### src/rtl/program_sequencer_pkg.sv
// Shared types and defaults for the program sequencer: state encoding and the
// default program start-address table.
package program_sequencer_pkg;

  typedef enum logic [2:0] {
    IDLE   = 3'd0,
    HOLD   = 3'd1,
    LOAD   = 3'd2,
    RUN    = 3'd3,
    FINISH = 3'd4
  } seq_state_t;

  localparam int DEFAULT_PC_WIDTH     = 10;
  localparam int DEFAULT_NUM_PROGRAMS = 3;

  // Program 0 occupies the least-significant PC_WIDTH bits.
  localparam logic [DEFAULT_NUM_PROGRAMS*DEFAULT_PC_WIDTH-1:0] DEFAULT_PROG_BASE =
    {10'd512, 10'd256, 10'd0};

endpackage

### src/rtl/program_sequencer_sat_counter.sv
// Saturating up-counter with synchronous clear; clear has priority over enable
// and the count sticks at all-ones instead of wrapping.
module sat_counter #(
  parameter int WIDTH = 16
) (
  input  logic             clk,
  input  logic             rst,
  input  logic             i_clear,
  input  logic             i_en,
  output logic [WIDTH-1:0] o_count
);

  logic [WIDTH-1:0] r_count;
  logic             w_at_max;

  assign w_at_max = &r_count;
  assign o_count  = r_count;

  always_ff @(posedge clk or posedge rst) begin
    if (rst) begin
      r_count <= '0;
    end else if (i_clear) begin
      r_count <= '0;
    end else if (i_en && !w_at_max) begin
      r_count <= r_count + WIDTH'(1);
    end
  end

endmodule

### src/rtl/program_sequencer.sv
// Testbench-style program sequencer: waits for a start pulse, loads the PC with
// the selected program's base address, runs until halt or cycle limit.
module program_sequencer
  import program_sequencer_pkg::*;
#(
  parameter int PC_WIDTH     = 10,
  parameter int NUM_PROGRAMS = 3,
  parameter logic [NUM_PROGRAMS*PC_WIDTH-1:0] PROG_BASE = DEFAULT_PROG_BASE,
  parameter int CNT_WIDTH    = 16,
  parameter int MAX_CYCLES   = 0,
  localparam int SEL_W       = (NUM_PROGRAMS > 1) ? $clog2(NUM_PROGRAMS) : 1
) (
  input  logic                 clk,
  input  logic                 reset,
  input  logic                 start,
  input  logic [SEL_W-1:0]     prog_sel,
  input  logic                 halt,
  output logic                 pc_load,
  output logic [PC_WIDTH-1:0]  pc_load_value,
  output logic                 run_en,
  output logic                 done,
  output logic                 timeout,
  output logic [CNT_WIDTH-1:0] cycle_count,
  output seq_state_t           dbg_state
);

  localparam int TABLE_SIZE = 1 << SEL_W;
  localparam int LIMIT_INT  = (MAX_CYCLES == 0) ? 0 : MAX_CYCLES - 1;
  localparam logic [CNT_WIDTH-1:0] LIMIT_M1 = CNT_WIDTH'(LIMIT_INT);
  localparam logic [SEL_W:0] NUM_P = (SEL_W + 1)'(NUM_PROGRAMS);

  seq_state_t r_state;
  seq_state_t w_next;

  logic [SEL_W-1:0]    r_idx;
  logic                r_timeout;
  logic                w_capture;
  logic                w_limit;
  logic                w_timeout_exit;
  logic [SEL_W-1:0]    w_idx_clamped;
  logic [PC_WIDTH-1:0] w_table [TABLE_SIZE];

  // Padded to a power of two so any captured index addresses a defined entry.
  for (genvar g = 0; g < TABLE_SIZE; g++) begin : g_table
    if (g < NUM_PROGRAMS) begin : g_used
      assign w_table[g] = PROG_BASE[g*PC_WIDTH +: PC_WIDTH];
    end else begin : g_pad
      assign w_table[g] = '0;
    end
  end

  assign w_idx_clamped  = ({1'b0, prog_sel} < NUM_P) ? prog_sel : '0;
  assign w_capture      = (r_state == HOLD) && !start;
  assign w_limit        = (MAX_CYCLES != 0) && (cycle_count == LIMIT_M1);
  // Halt wins a same-cycle collision with the limit.
  assign w_timeout_exit = (r_state == RUN) && !halt && w_limit;

  always_ff @(posedge clk or posedge reset) begin
    if (reset) begin
      r_state <= IDLE;
    end else begin
      r_state <= w_next;
    end
  end

  always_comb begin
    w_next        = IDLE;
    pc_load       = 1'b0;
    pc_load_value = '0;
    run_en        = 1'b0;
    done          = 1'b0;
    case (r_state)
      IDLE:   w_next = start ? HOLD : IDLE;
      HOLD:   w_next = start ? HOLD : LOAD;
      LOAD: begin
        w_next        = RUN;
        pc_load       = 1'b1;
        pc_load_value = w_table[r_idx];
      end
      RUN: begin
        w_next = (halt || w_limit) ? FINISH : RUN;
        run_en = 1'b1;
      end
      FINISH: begin
        w_next = start ? HOLD : FINISH;
        done   = 1'b1;
      end
      default: w_next = IDLE;
    endcase
  end

  always_ff @(posedge clk or posedge reset) begin
    if (reset) begin
      r_idx <= '0;
    end else if (w_capture) begin
      r_idx <= w_idx_clamped;
    end
  end

  always_ff @(posedge clk or posedge reset) begin
    if (reset) begin
      r_timeout <= 1'b0;
    end else if (r_state == LOAD) begin
      r_timeout <= 1'b0;
    end else if (w_timeout_exit) begin
      r_timeout <= 1'b1;
    end
  end

  sat_counter #(
    .WIDTH(CNT_WIDTH)
  ) u_cycle_counter (
    .clk     (clk),
    .rst     (reset),
    .i_clear (r_state == LOAD),
    .i_en    (r_state == RUN),
    .o_count (cycle_count)
  );

  assign timeout   = r_timeout;
  assign dbg_state = r_state;

endmodule

### config.mk
export PLATFORM = sky130hd
export DESIGN_NAME = program_sequencer
export DESIGN_NICKNAME = d
export VERILOG_FILES = /design/src/rtl/program_sequencer_pkg.sv /design/src/rtl/program_sequencer_sat_counter.sv /design/src/rtl/program_sequencer.sv
export SDC_FILE = /design/constraint.sdc
export NUM_CORES = 1
export LEC_CHECK = 0
export ABC_AREA = 1
export BUFFER_PORTS_ARGS = -buffer_cell sky130_fd_sc_hd__clkbuf_2
export CAP_MARGIN = 10
export CORE_UTILIZATION = 48
export CTS_CLUSTER_SIZE = 40
export DETAILED_ROUTE_END_ITERATION = 8
export PLACE_DENSITY_LB_ADDON = 0.08
export SYNTH_ARGS = -nofsm -noshare
export SYNTH_HDL_FRONTEND = slang
export SYNTH_SLANG_ARGS = --single-unit
### constraint.sdc
create_clock -name clk -period 3 [get_ports clk]
set_input_delay 0 -clock clk [delete_from_list [all_inputs] [get_ports clk]]
set_output_delay 0 -clock clk [all_outputs]
set_load 0.05 [all_outputs]
Yosys cells after proc, flatten, opt, wreduce, memory -nomap -nowiden:

Index checks and enable logic that the tools add are counted.

* $add $sub $neg: 1
* multipliers: 0
* div/mod/pow operators: 0
* $lt $le $gt $ge: 2
* equality and inequality tests: 4
* shifts and indexed selects: 0
* muxes and demuxes: 15
* bitwise logic cells: 1
* reduce and logical (&&, ||, !) cells: 7

Operators with widths (count)
* $mux 16: 2
* $mux 10: 3
* $bmux 10 s2: 1
* $add 16x1->16 const B: 1
* $reduce_and 16->1: 1
* $pmux 3 s5: 1
* $eq 3x2->1 const B: 2
* $mux 3: 2
* $mux 1: 4
* $mux 2: 2
* $eq 3x1->1 const B: 1
* $eq 3x3->1 const B: 1
* $ge 3x3->1 const B: 1
* $logic_not 3->1: 1
* $not 2->3: 1
* $logic_and 1x1->1: 2
* $logic_not 1->1: 2
* $lt 2x2->1 const B: 1
* $reduce_bool 2->1: 1

* flip-flop bits (word level): 21
* bits in latches: 0
* RAM bits: 0
* memory bits (read-only): 0
* output and inout port bits: 33
* logic and storage cells: 33
* memories kept: 0

Logic depth before layout (Yosys ltp):

* depth after elaboration: 5
* depth in mapped cells: 9
* gate-level depth less buffers: 9

Cells and area by module:

A second synthesis with hierarchy kept.

* cells, all modules: 208
* area, all modules: 1445.1 um^2

Modules (own cells, without submodules)
* sat_counter: instances 1, cells an instance 157, area each 1086.0 um^2, sequential area each 400.4 um^2
* program_sequencer: instances 1, cells an instance 51, area each 359.1 um^2, sequential area each 125.1 um^2

Worst setup path before layout:

No wires, ideal clock.

* path kind: register to output
* from: reg r_state[1] (netlist: dbg_state[1])
* to: out pc_load_value[8]
* arrival time: 3.059 ns
* required time: 3.000 ns
* setup slack: -0.059 ns
* cell stages (with the launch flop): 7
* path buffers: 0
* cell sequence: dfrtp_1 -> inv_1 -> nor2_4 -> inv_1 -> nor2_1 -> inv_2 -> nor3_1

* word-level cells in the longest chain between the ends: 2

RTL lines
* from (decl): line program_sequencer.sv:32 `seq_state_t r_state;`
* from (signal assigned): line program_sequencer.sv:62 `r_state <= w_next;`
* $eq 3x2->1: line program_sequencer.sv:72 `case (r_state)`
* $mux 10: line program_sequencer.sv:72
* to (decl): line program_sequencer.sv:19 `output logic [PC_WIDTH-1:0] pc_load_value,`

Every way passes these cells.

Worst setup path in the final report:

* from: reg r_state[0] (netlist: dbg_state[0])
* to: reg r_idx[0]

* word-level cells in the longest chain between the ends: 2

RTL lines
* $eq 3x1->1: line program_sequencer.sv:53 `assign w_capture = (r_state == HOLD) && !start;`
* $logic_and 1x1->1: line program_sequencer.sv:53
* to (signal assigned): line program_sequencer.sv:96 `r_idx <= w_idx_clamped;`
* to (decl): line program_sequencer.sv:35 `logic [SEL_W-1:0] r_idx;`

Every way passes these cells.
A chain may end at the register's enable or synchronous reset.

==> results.ini <==
[outcome]
outcome = completed

[sta]
fin_skew_ns = 0.00196
slew_headroom_pct = 46.6
period_needed_ns = 1.87
tightest_slew_ns = 0.800
finalMaxSlewViolations = 0
finalWorstSetupSlack_ns = 1.13
period_share_pct = 62.3
timing.fmax_mhz = 535
rsz0062_at_grt = false
setup_violations = 0
final-hold-violation-count = 0

[worst_setup_path]
worst-endpoint-required_ns = 3.23
cp_max_fo = 8
setup.worst_path.end_class = flop
startpoint_type = flop
cp_data_arrival_time_ns = 2.10
critPathKind = flop to flop
r2r_slack_ns = 1.13

[die]
die_y_um = 56.2
io_pins = 39
dieArea_um2 = 3160
die_w_um = 56.2
core_area_um2 = 2760
initial_core_util_pct = 51.1
num_rows = 19

[cells_and_area]
fin_area_um2 = 1620
multi_input_area_um2 = 741
regArea_um2 = 526
n_fill_cell = 284
area_growth_pct = 15.0
fin_cells = 265
antenna_cells = 0
final_nets = 242
utilization_pct = 58.8
layout-drive-gt1-share_pct = 19.2

[place]
gp_congestion = 0.839
placed_cells = 256
hpwl_um = 2200
dpl_cell_area_um2 = 1540
portBuffers = 29
pre_cts_slack_ns = 1.23

[yosys]
synth_edf_count = 0
synth.avg_cell_area_um2 = 7.12
ys.flop_type = dfrtp_1
synth.cell_area_um2 = 1410
ys_seq_area_share_pct = 37.3
yosysWarnings = 0
syn_inst = 198
ys_async_sr_fraction_pct = 100
ys_ff_latch = 21
netlist-cell-type-count = 27

[detailed_routing]
drt_iter0_drc = 30
top_layer = met4
wl_um = 2910
firstDrtPassIters = 4
met3_wirelength_um = 95
drc = 0
wl_met1_um = 1390
ant_nets = 0
post_drt_wl_per_cell_um = 11.0
wl_met2_um = 1400
vias = 1304
via_per_inst = 4.92

[global_route]
grt.overflow.total = 0
grtUsageTotal_pct = 20.1
first_global_vias = 1186
grt_pass1_wl_um = 5090
antenna_found_initial = 0
grt_max_degree = 22

[cts]
clkLatencyLatePin_ns = 0.30
cts.path.max_buffers = 2
cts_buffers = 3
cts_sinks = 21
post_cts_buffers = 0
cts_htree_levels = 1
cts_root_buf = clkbuf_4
cts_tree = yes
path_clk_slew_ns = 0.12

[power]
switchingPower_mw = 0.622
p_int_mw = 0.521
p_sw_share_pct = 54.4
p_per_area_nw_per_um2 = 705
power.static_leakage_nw = 0.845
pwr-share-clk_pct = 12.0
p_seq_share_pct = 36.3
ir_drop_mv = 0.613
power_frac_comb_pct = 51.7

[job]
cap_viol_max_count = 0

[hold_path]
hp-class = input pin to flop

-- Yosys cell counts (all sizes together), types with 2 or more instances --
master / count / area (µm²)
buf: 10 / 78.8
dfrtp: 21 / 526
inv: 25 / 93.8
nand2: 63 / 239
nand3: 19 / 108
nand4: 7 / 43.8
nor2: 28 / 146
nor3: 3 / 15.0
o21ai: 9 / 60.1
o21bai: 4 / 30.0
or2: 2 / 12.5
-- power groups by stage --
stage	registers [mW]	logic [mW]	clock network, mW
3_5_place_dp	0.418	0.586	0
5_1_grt	0.425	0.641	0.154
4_1_cts	0.413	0.597	0.142
6_report	0.414	0.591	0.137
3_3_place_gp	0.417	0.575	0
2_1_floorplan	0.550	0.341	0
-- layout by cell type (no fill, tap or decap), types with 2 or more instances in the layout --
master          n
or2_2           2
nand4_1         7
o21bai_1        4
nor3_1          3
nor2_1         23
nand3_1        18
nand2_1        62
o21ai_0         7
conb_1          9
clkbuf_4        3
clkbuf_2       29
nor2_4          3
dlygate4sd3_1   5
inv_1          24
dfrtp_1        21
-- sequential cells by signal, indices dropped and copies added, names as in the netlist --
register,flops
dbg_state,3
u_cycle_counter.o_count,16
r_idx,2
-- worst paths after layout --
check,startpoint,endpoint,cells after the start
setup / recovery,dbg_state[0],r_idx[0],5
hold / removal,prog_sel[1],r_idx[1],5
setup reg to reg,dbg_state[0],r_idx[0],5
hold reg to reg,u_cycle_counter.o_count[15],u_cycle_counter.o_count[15],2
max in group asynchronous,reset,u_cycle_counter.o_count[11],3
min in group asynchronous,reset,u_cycle_counter.o_count[0],3
-- layout make-up --
cell class,count,share of cell area [%]
timing repair buffer,34,12.0
sequential,21,32.4
clock buffer,4,1.62
inverter,25,5.79
tap,31,2.39
multi-input combinational,150,45.7
-- through the flow --
stage	hold slack, ns	power (mW)	setup TNS, ns
3_3_place_gp	0.170	0.992	0
5_1_grt	0.0599	1.22	0
6_report	0.0141	1.14	0
2_1_floorplan	-0.0235	0.891	-0.119
4_1_cts	0.0132	1.15	0
3_5_place_dp	0.188	1.00	0
-- kinds of logic after synthesis --
group	Yosys count	share of synthesized area (%)
AND/OR/NAND/NOR	123	40.9
buffers and inverters	35	12.3
flip-flops	21	37.3
AO/OA/AOI/OAI	16	7.73
XOR/XNOR	1	0.622
adder cells (fa/ha/maj)	1	0.888
other	1	0.266
-- critical path, cell delays in order, from the launching register on --
cell	delay, ns
dfrtp_1	0.50
inv_1	0.12
nor4_2	0.42
nand3_1	0.12
dlygate4sd3_1	0.57
o21ai_0	0.07
-- what timing repair did --
action	4_1_cts	5_1_grt
resized for setup	0	0
endpoints found under the hold margin	26	0
hold buffers	5	0
-- per-layer routing --
layer  track usage, %  vias to the layer above
li1                 -                      685
met1             26.8                      584
met2             34.2                       33
met3             2.09                        2
met4             6.27                        0
met5                0                        -
Note: power is estimated with default switching activity, not from simulation.
